### src/rtl/cpu_sequencer_if.sv
// Bundle of fetch handshake, ALU flags, control strobes and status between the sequencer and the
// datapath/instruction memory around it.
interface cpu_sequencer_if;
    logic [15:0] instr;
    logic        instr_valid;
    logic        zr;
    logic        ng;
    logic        halt_req;
    logic        mem_req;
    logic [15:0] ir;
    logic        pc_reset;
    logic        pc_load;
    logic        pc_inc;
    logic        a_load;
    logic        a_sel;
    logic        d_load;
    logic        m_write;
    logic        halted;
    logic        fault;
    logic [15:0] retired;

    modport master (
        input  instr, instr_valid, zr, ng, halt_req,
        output mem_req, ir, pc_reset, pc_load, pc_inc, a_load, a_sel, d_load, m_write,
               halted, fault, retired
    );

    modport slave (
        output instr, instr_valid, zr, ng, halt_req,
        input  mem_req, ir, pc_reset, pc_load, pc_inc, a_load, a_sel, d_load, m_write,
               halted, fault, retired
    );
endinterface

### src/rtl/cpu_sequencer.sv
// Multi-cycle fetch/execute controller: drives PC, fetch handshake and register/memory strobes
// for a 16-bit CPU with A- and C-instructions.
module cpu_sequencer #(
    parameter int unsigned TIMEOUT = 15
) (
    input logic            clock,
    input logic            reset,
    cpu_sequencer_if.master bus
);

    typedef enum logic [2:0] {StInit, StFetch, StExec, StHalt, StFault} state_e;

    localparam logic [7:0] WaitLast = 8'(TIMEOUT - 1);

    state_e      state_q;
    logic [15:0] ir_q;
    logic [15:0] retired_q;
    logic [7:0]  wait_q;
    logic        fault_q;

    always_ff @(posedge clock) begin
        if (!reset) begin
            state_q   <= StInit;
            ir_q      <= '0;
            retired_q <= '0;
            wait_q    <= '0;
            fault_q   <= 1'b0;
        end else begin
            case (state_q)
                StInit: state_q <= StFetch;
                StFetch: begin
                    if (bus.instr_valid) begin
                        ir_q    <= bus.instr;
                        wait_q  <= '0;
                        state_q <= StExec;
                    end else if (wait_q == WaitLast) begin
                        fault_q <= 1'b1;
                        state_q <= StFault;
                    end else begin
                        wait_q <= wait_q + 8'd1;
                    end
                end
                StExec: begin
                    retired_q <= retired_q + 16'd1;
                    state_q   <= bus.halt_req ? StHalt : StFetch;
                end
                StHalt: begin
                    if (!bus.halt_req) state_q <= StFetch;
                end
                StFault: state_q <= StFault;
                default: state_q <= StInit;
            endcase
        end
    end

    logic jump;
    logic mem_req, pc_reset, pc_load, pc_inc, a_load, a_sel, d_load, m_write;

    always_comb begin
        jump     = (ir_q[2] & bus.ng) | (ir_q[1] & bus.zr) | (ir_q[0] & ~bus.ng & ~bus.zr);
        mem_req  = 1'b0;
        pc_reset = 1'b0;
        pc_load  = 1'b0;
        pc_inc   = 1'b0;
        a_load   = 1'b0;
        a_sel    = 1'b0;
        d_load   = 1'b0;
        m_write  = 1'b0;
        case (state_q)
            StInit:  pc_reset = 1'b1;
            StFetch: mem_req = 1'b1;
            StExec: begin
                if (!ir_q[15]) begin
                    a_load = 1'b1;
                    pc_inc = 1'b1;
                end else begin
                    // C-instruction: dest bits pick registers, jump bits gate the PC load
                    a_load  = ir_q[5];
                    a_sel   = 1'b1;
                    d_load  = ir_q[4];
                    m_write = ir_q[3];
                    pc_load = jump;
                    pc_inc  = ~jump;
                end
            end
            default: ;
        endcase
    end

    assign bus.mem_req  = mem_req;
    assign bus.pc_reset = pc_reset;
    assign bus.pc_load  = pc_load;
    assign bus.pc_inc   = pc_inc;
    assign bus.a_load   = a_load;
    assign bus.a_sel    = a_sel;
    assign bus.d_load   = d_load;
    assign bus.m_write  = m_write;
    assign bus.ir       = ir_q;
    assign bus.retired  = retired_q;
    assign bus.halted   = (state_q == StHalt);
    assign bus.fault    = fault_q;

endmodule

### src/flat_wrapper.sv
// flat-port wrapper written by rule: the top's interface ports become plain ports
module cpu_sequencer_flat 
#(
    parameter int unsigned TIMEOUT = 15
)
  (clock, reset, bus_instr, bus_instr_valid, bus_zr, bus_ng, bus_halt_req, bus_mem_req, bus_ir, bus_pc_reset, bus_pc_load, bus_pc_inc, bus_a_load, bus_a_sel, bus_d_load, bus_m_write, bus_halted, bus_fault, bus_retired);
  cpu_sequencer_if bus_i ();
  input logic clock;
  input logic reset;
  input wire logic [$bits(bus_i.instr)-1:0] bus_instr;
  input wire logic [$bits(bus_i.instr_valid)-1:0] bus_instr_valid;
  input wire logic [$bits(bus_i.zr)-1:0] bus_zr;
  input wire logic [$bits(bus_i.ng)-1:0] bus_ng;
  input wire logic [$bits(bus_i.halt_req)-1:0] bus_halt_req;
  output wire logic [$bits(bus_i.mem_req)-1:0] bus_mem_req;
  output wire logic [$bits(bus_i.ir)-1:0] bus_ir;
  output wire logic [$bits(bus_i.pc_reset)-1:0] bus_pc_reset;
  output wire logic [$bits(bus_i.pc_load)-1:0] bus_pc_load;
  output wire logic [$bits(bus_i.pc_inc)-1:0] bus_pc_inc;
  output wire logic [$bits(bus_i.a_load)-1:0] bus_a_load;
  output wire logic [$bits(bus_i.a_sel)-1:0] bus_a_sel;
  output wire logic [$bits(bus_i.d_load)-1:0] bus_d_load;
  output wire logic [$bits(bus_i.m_write)-1:0] bus_m_write;
  output wire logic [$bits(bus_i.halted)-1:0] bus_halted;
  output wire logic [$bits(bus_i.fault)-1:0] bus_fault;
  output wire logic [$bits(bus_i.retired)-1:0] bus_retired;
  assign bus_i.instr = bus_instr;
  assign bus_i.instr_valid = bus_instr_valid;
  assign bus_i.zr = bus_zr;
  assign bus_i.ng = bus_ng;
  assign bus_i.halt_req = bus_halt_req;
  assign bus_mem_req = bus_i.mem_req;
  assign bus_ir = bus_i.ir;
  assign bus_pc_reset = bus_i.pc_reset;
  assign bus_pc_load = bus_i.pc_load;
  assign bus_pc_inc = bus_i.pc_inc;
  assign bus_a_load = bus_i.a_load;
  assign bus_a_sel = bus_i.a_sel;
  assign bus_d_load = bus_i.d_load;
  assign bus_m_write = bus_i.m_write;
  assign bus_halted = bus_i.halted;
  assign bus_fault = bus_i.fault;
  assign bus_retired = bus_i.retired;
  cpu_sequencer #(.TIMEOUT(TIMEOUT)) u_core (.clock(clock), .reset(reset), .bus(bus_i));
endmodule
### config.mk
export PLATFORM = sky130hd
export DESIGN_NAME = cpu_sequencer_flat
export DESIGN_NICKNAME = d
export VERILOG_FILES = /design/src/rtl/cpu_sequencer_if.sv /design/src/rtl/cpu_sequencer.sv /design/src/flat_wrapper.sv
export SDC_FILE = /design/constraint.sdc
export NUM_CORES = 1
export LEC_CHECK = 0
export ABC_CLOCK_PERIOD_IN_PS = 2700
export BUFFER_PORTS_ARGS = -buffer_cell sky130_fd_sc_hd__buf_4
export CAP_MARGIN = 20
export CORE_MARGIN = 3
export CORE_UTILIZATION = 30
export CTS_CLUSTER_SIZE = 12
export DETAILED_ROUTE_END_ITERATION = 8
export PLACE_DENSITY_LB_ADDON = 0.05
export REMOVE_ABC_BUFFERS = 1
export SLEW_MARGIN = 15
export SYNTH_ARGS = -nofsm -noshare
export SYNTH_HDL_FRONTEND = slang
export SYNTH_SLANG_ARGS = --single-unit
### constraint.sdc
create_clock -name clock -period 2.7 [get_ports clock]
set_clock_uncertainty 0.2 [all_clocks]
set_input_delay 0.405 -clock clock [delete_from_list [all_inputs] [get_ports clock]]
set_output_delay 0.405 -clock clock [all_outputs]
set_load 0.01 [all_outputs]
# After elaboration in Yosys (flattened, before gate mapping)
# Cells that the tools add are included.
[word_totals]
reg_bits = 44
elab_cells = 51
output_inout_bits = 42
inputBits = 22
[classes]
n_eq_ne = 8
mux = 21
bitwise_logic = 10
reduce_logical = 5
add_sub_neg = 2
[op_table]
columns = ["op", "n"]
rows = [
  ["adder 16 x 1 -> 16 bit, second input constant", 1],
  ["2-to-1 mux 8 bit", 2],
  ["one-hot mux 3 bit (5 select lines)", 1],
  ["2-to-1 mux 1 bit", 14],
  ["2-to-1 mux 3 bit", 3],
  ["adder 8 x 1 -> 8 bit, second input constant", 1],
  ["== test 8 x 4 -> 1 bit, second input constant", 1],
  ["== test 3 x 2 -> 1 bit, second input constant", 2],
  ["AND reduction 2 bit", 3],
  ["bitwise AND 1 bit", 4],
  ["inequality test 2 bit, second input constant", 2],
  ["inverter 1 bit", 4],
  ["== test 3 x 1 -> 1 bit, second input constant", 1],
  ["== test 3 bit, second input constant", 1],
  ["logical NOT 3 bit", 1],
  ["inequality test 3 x 2 -> 1 bit, second input constant", 1],
  ["AND reduction 3 bit", 1],
  ["2-to-1 mux 2 bit", 1],
  ["bitwise OR 1 bit", 2],
]

# Logic depth before layout (Yosys ltp)
[depth]
ltp_word = 7
depth_mapped = 7
depth_no_buf = 6

# Worst setup path before layout
# OpenSTA, ideal clock, no wires.
[synth_path]
path_type = "reg2reg"
from = "register u_core.state_q[1]"
to = "register u_core.retired_q[15], in the netlist u_core.bus.retired[15]"
setup_ns = 0.070
path_buffers = 2
stages_incl_launch_ff = 7
t_arrival_ns = 2.024
path_slack_ns = 0.405
t_required_ns = 2.430
synth_period_minus_slack_ns = 2.295
cell_sequence = "dfxtp_1 > buf_4 > or3b_1 > or4_1 > buf_2 > or4_1 > a21oi_1"
[synth_via]
elab_chain_cells = 1
[synth_rtl]
columns = ["item", "line_no", "rtl"]
rows = [
  ["start, declared", "cpu_sequencer.sv:15", "state_e state_q;"],
  ["start signal, assigned", "cpu_sequencer.sv:23", "state_q <= StInit;"],
  ["start signal, assigned", "cpu_sequencer.sv:30", "StInit: state_q <= StFetch;"],
  ["start signal, assigned", "cpu_sequencer.sv:35", "state_q <= StExec;"],
  ["== test 3 x 2 -> 1 bit", "cpu_sequencer.sv:29", "case (state_q)"],
  ["end signal, assigned", "cpu_sequencer.sv:44", "retired_q <= retired_q + 16'd1;"],
  ["end, declared", "cpu_sequencer.sv:17", "logic [15:0] retired_q;"],
]
# Every way passes these cells.
# A chain may end at the register's enable or synchronous reset.

# Worst setup path after layout
[layout_path]
from = "register u_core.state_q[0]"
to = "register u_core.retired_q[15], in the netlist u_core.bus.retired[15]"
# The elaborated chain is that of the path after synthesis.

==> key figures <==
GRT
  – First-pass GRT wire length: 8079 um
  – Grt ovf: 0
  – Vias in the first global route: 1655
  – Pin count of the biggest net entering global routing: 38
  – Antenna violations before repair: 0
  – Tot GR Track Use: 13.37%

Final layout
  – Fin nets: 332
  – Area grow syn2layout: 32.64%
  – Layout cells sized above 1: 26.62%
  – Area of the multi-input gates: 0.001017 mm2
  – Total of fill cells in the finished design: 677
  – Post-Route Utilization: 41.24%
  – Register area: 880.8 um2
  – Antenna Cells: 0

Hold path
  – Hold Crit Class: input pin to flip-flop
  – Hold Path Stages: 3
  – Hold_sp: bus_instr[9]
  – Hold Path Sink: u_core.bus.ir[9]$_SDFFE_PN0P_

Yosys
  – Ys Warns: 0
  – Synth Cell Area: 0.001986 mm2
  – Seq/Total Area, Yosys: 44.36%
  – Gate Count Post-Synth: 245
  – Seq cells post-synth: 44
  – Post-Syn Area per Cell: 8.105 um2
  – Post-synth cell types: 42
  – Ys flop type: dfxtp_1
  – Ys async rst share: 0%
  – EDFF count, synth: 0

Route
  – Drt drc: 0
  – DR vias/cell: 4.917
  – Iter 0 DRT Violations: 46
  – Via count: 1893
  – Drt pass-1 iters: 4
  – Total wire length: 4979 um
  – Routed WL per cell: 12.93 um
  – Routed Antenna Nets: 0

Placed design
  – DPL Wire Length: 3489 um
  – Gpl congestion: 0.7160
  – Pre-CTS WS: 316.4 ps
  – PortBufs: 63

Clocking
  – TritonCTS Sinks: 44
  – Max Root-Sink Buffers: 2
  – CTS Root Cell: clkbuf_8
  – Worst-path clk slew: 90 ps
  – H-tree levels: 2
  – CTS tree: built
  – Post-CTS sizing: 0
  – Setup bufs post-CTS: 0
  – Worst-Skew Late Latency: 300 ps
  – Cts bufs inserted: 5
  – Hold_buf cts: 0

STA
  – Slew margin rel.: 55.80%
  – Final Hold Fails: 0
  – Setup TNS: 0 ps
  – Fmax: 0.4162 GHz
  – Setup violators final: 0
  – Slew Limit Fails: 0
  – Worst Max-Slew Pin Slew: 662.0 ps
  – Final WS setup: 297.6 ps
  – Unrepaired setup endpoints after global routing: no
  – Minimum clock period: 2402 ps
  – Final Cycle Share: 88.98%

Flow run
  – Max-cap violations: 0

Die
  – Core area: 0.006386 mm2
  – Die width: 87.36 um
  – Die height: 87.36 um
  – Ports: 64
  – Initial core utilization: 31.09%
  – Row count: 29
  – Die area: 0.007631 mm2

Power
  – Cell Pwr Density: 467.2 mW/mm2
  – Leakage: 1.047 nW
  – Peak supply drop: 218.0 uV

Setup path
  – Critical path required time: 2720 ps
  – CP most frequent cell: or4_1
  – Beginning of the worst register-to-register path: u_core.state_q[0]$_SDFFE_PN0P_
  – CP Launch Type: flip-flop
  – Critical Path End Type: flip-flop
  – Worst Reg-to-Reg Cells: 4
  – Cell Chain, Critical Path: or3b_1 > or4_1 > or4_1 > a21oi_1
  – RR Endpoint: u_core.bus.retired[15]$_SDFFE_PN0P_
  – Slowest cell on the critical path: or4_1
  – CP Class: flip-flop to flip-flop
  – Flop-to-flop setup slack: 300 ps
  – Largest stage delay, worst path: 690 ps
  – CP startpoint: u_core.state_q[0]$_SDFFE_PN0P_
  – Arr. time, crit path: 2430 ps
  – Worst-path fanout max: 10
  – Crit-path leading delay family: simple AND/OR/NAND/NOR gates
  – Crit path buf inv count: 0

Run status
  – Outcome: complete, no violations
## state kept, by name, summed over array words and instances (netlist names)
name	cells
u_core.bus.ir	16
u_core.bus.retired	16
u_core.wait_q	8
u_core.state_q	3
u_core.bus.fault	1
## stage by stage
stage | cell area (um2) | std cells | power (mW) | hold WS [ps]
6_report | 2634 | 385 | 1.230 | 148.5
4_1_cts | 2634 | 385 | 1.259 | 133.4
3_5_place_dp | 2546 | 377 | 0.8315 | 249.2
2_1_floorplan | 1924 | 230 | 0.7492 | 262.4
5_1_grt | 2634 | 385 | 1.299 | 130.5
3_3_place_gp | 2546 | 377 | 0.8317 | 243.2
## how the worst max path moves through the flow
stage	to	slack, ps	cells after the start
after detailed placement	u_core.bus.retired[15]$_SDFFE_PN0P_	320	4
after CTS	u_core.bus.retired[15]$_SDFFE_PN0P_	290	4
after floorplan	u_core.bus.retired[15]$_SDFFE_PN0P_	250	4
after global routing	u_core.bus.retired[15]$_SDFFE_PN0P_	170	4
after global placement	u_core.bus.retired[15]$_SDFFE_PN0P_	340	4
final	u_core.bus.retired[15]$_SDFFE_PN0P_	300	4
## cell usage in the layout, fill, tap and decap left out, types with 2 or more instances in the layout
cell type   n
xnor2_1     6
nand2b_1    2
o31ai_1     3
o21a_1      5
ha_1        3
a21oi_1    31
nor2_1     10
dfxtp_1    44
buf_4      70
nor3_1      5
a31oi_1     3
clkinv_2    2
or4_1       7
o21ai_0     9
nand4_1     4
nand3b_1    2
nand2_1    46
inv_1       6
or3_1       4
nand4bb_1   2
and2_1      4
nor4_1      2
nand3_1     9
nor3b_1     2
a31o_2      2
and3_1      4
clkbuf_8    5
## per-layer routing
metal,share of wire [%],GRT usage [%],routed length (um)
met2,47,22.40,2359
met5,0,0,0
met3,5.8,4.541,287
met4,0.68,4.184,34
met1,46,16.04,2297
## kinds of logic (layout without fill, tap and decap cells)
logic type / count (synthesis) / in the layout / share of synthesized area (%)
simple gates: 111 / 111 / 29.24
compound gates: 58 / 58 / 17.01
flops: 44 / 44 / 44.36
buf+inv: 22 / 85 / 4.411
xor+xnor: 7 / 7 / 3.088
fa+ha+maj: 3 / 3 / 1.891
## worst min-delay path, stage by stage
cell and delay (ps):
buf_4 110, nand2_1 40, a21oi_1 50
## synth_stat cells (all sizes together) (3+ instances only)
cell    number  area (um2)
clkbuf      13       48.80
o21ai        9       45.04
inv          7       26.27
nor3         5       25.02
and2         4       25.02
and3         4       25.02
or3          4       25.02
a31oi        3       18.77
nand4        4       25.02
nor2        10       37.54
nand3        9       45.04
o31ai        3       22.52
ha           3       37.54
o21a         5       37.54
or4          7       52.55
xnor2        6       52.55
a21oi       31       155.2
dfxtp       44       880.8
nand2       46       172.7
## power breakdown
part	leakage (nW)	total [mW]	switching, mW	internal, mW
clock	0.0479	0.417	0.236	0.181
sequential	0.357	0.678	0.0136	0.664
combinational	0.643	0.136	0.0700	0.0655
total	1.05	1.23	0.320	0.911
## final cells by class
| class | instances | area share, % |
|---|---|---|
| clock buffers | 5 | 2.613 |
| clock inverters | 3 | 0.7126 |
| inverters | 7 | 0.9976 |
| multi-input cells | 179 | 38.62 |
| flip-flops and latches | 44 | 33.44 |
| well taps | 77 | 3.658 |
| repair buffers | 70 | 19.95 |
Power figures use the tool's default switching activity.
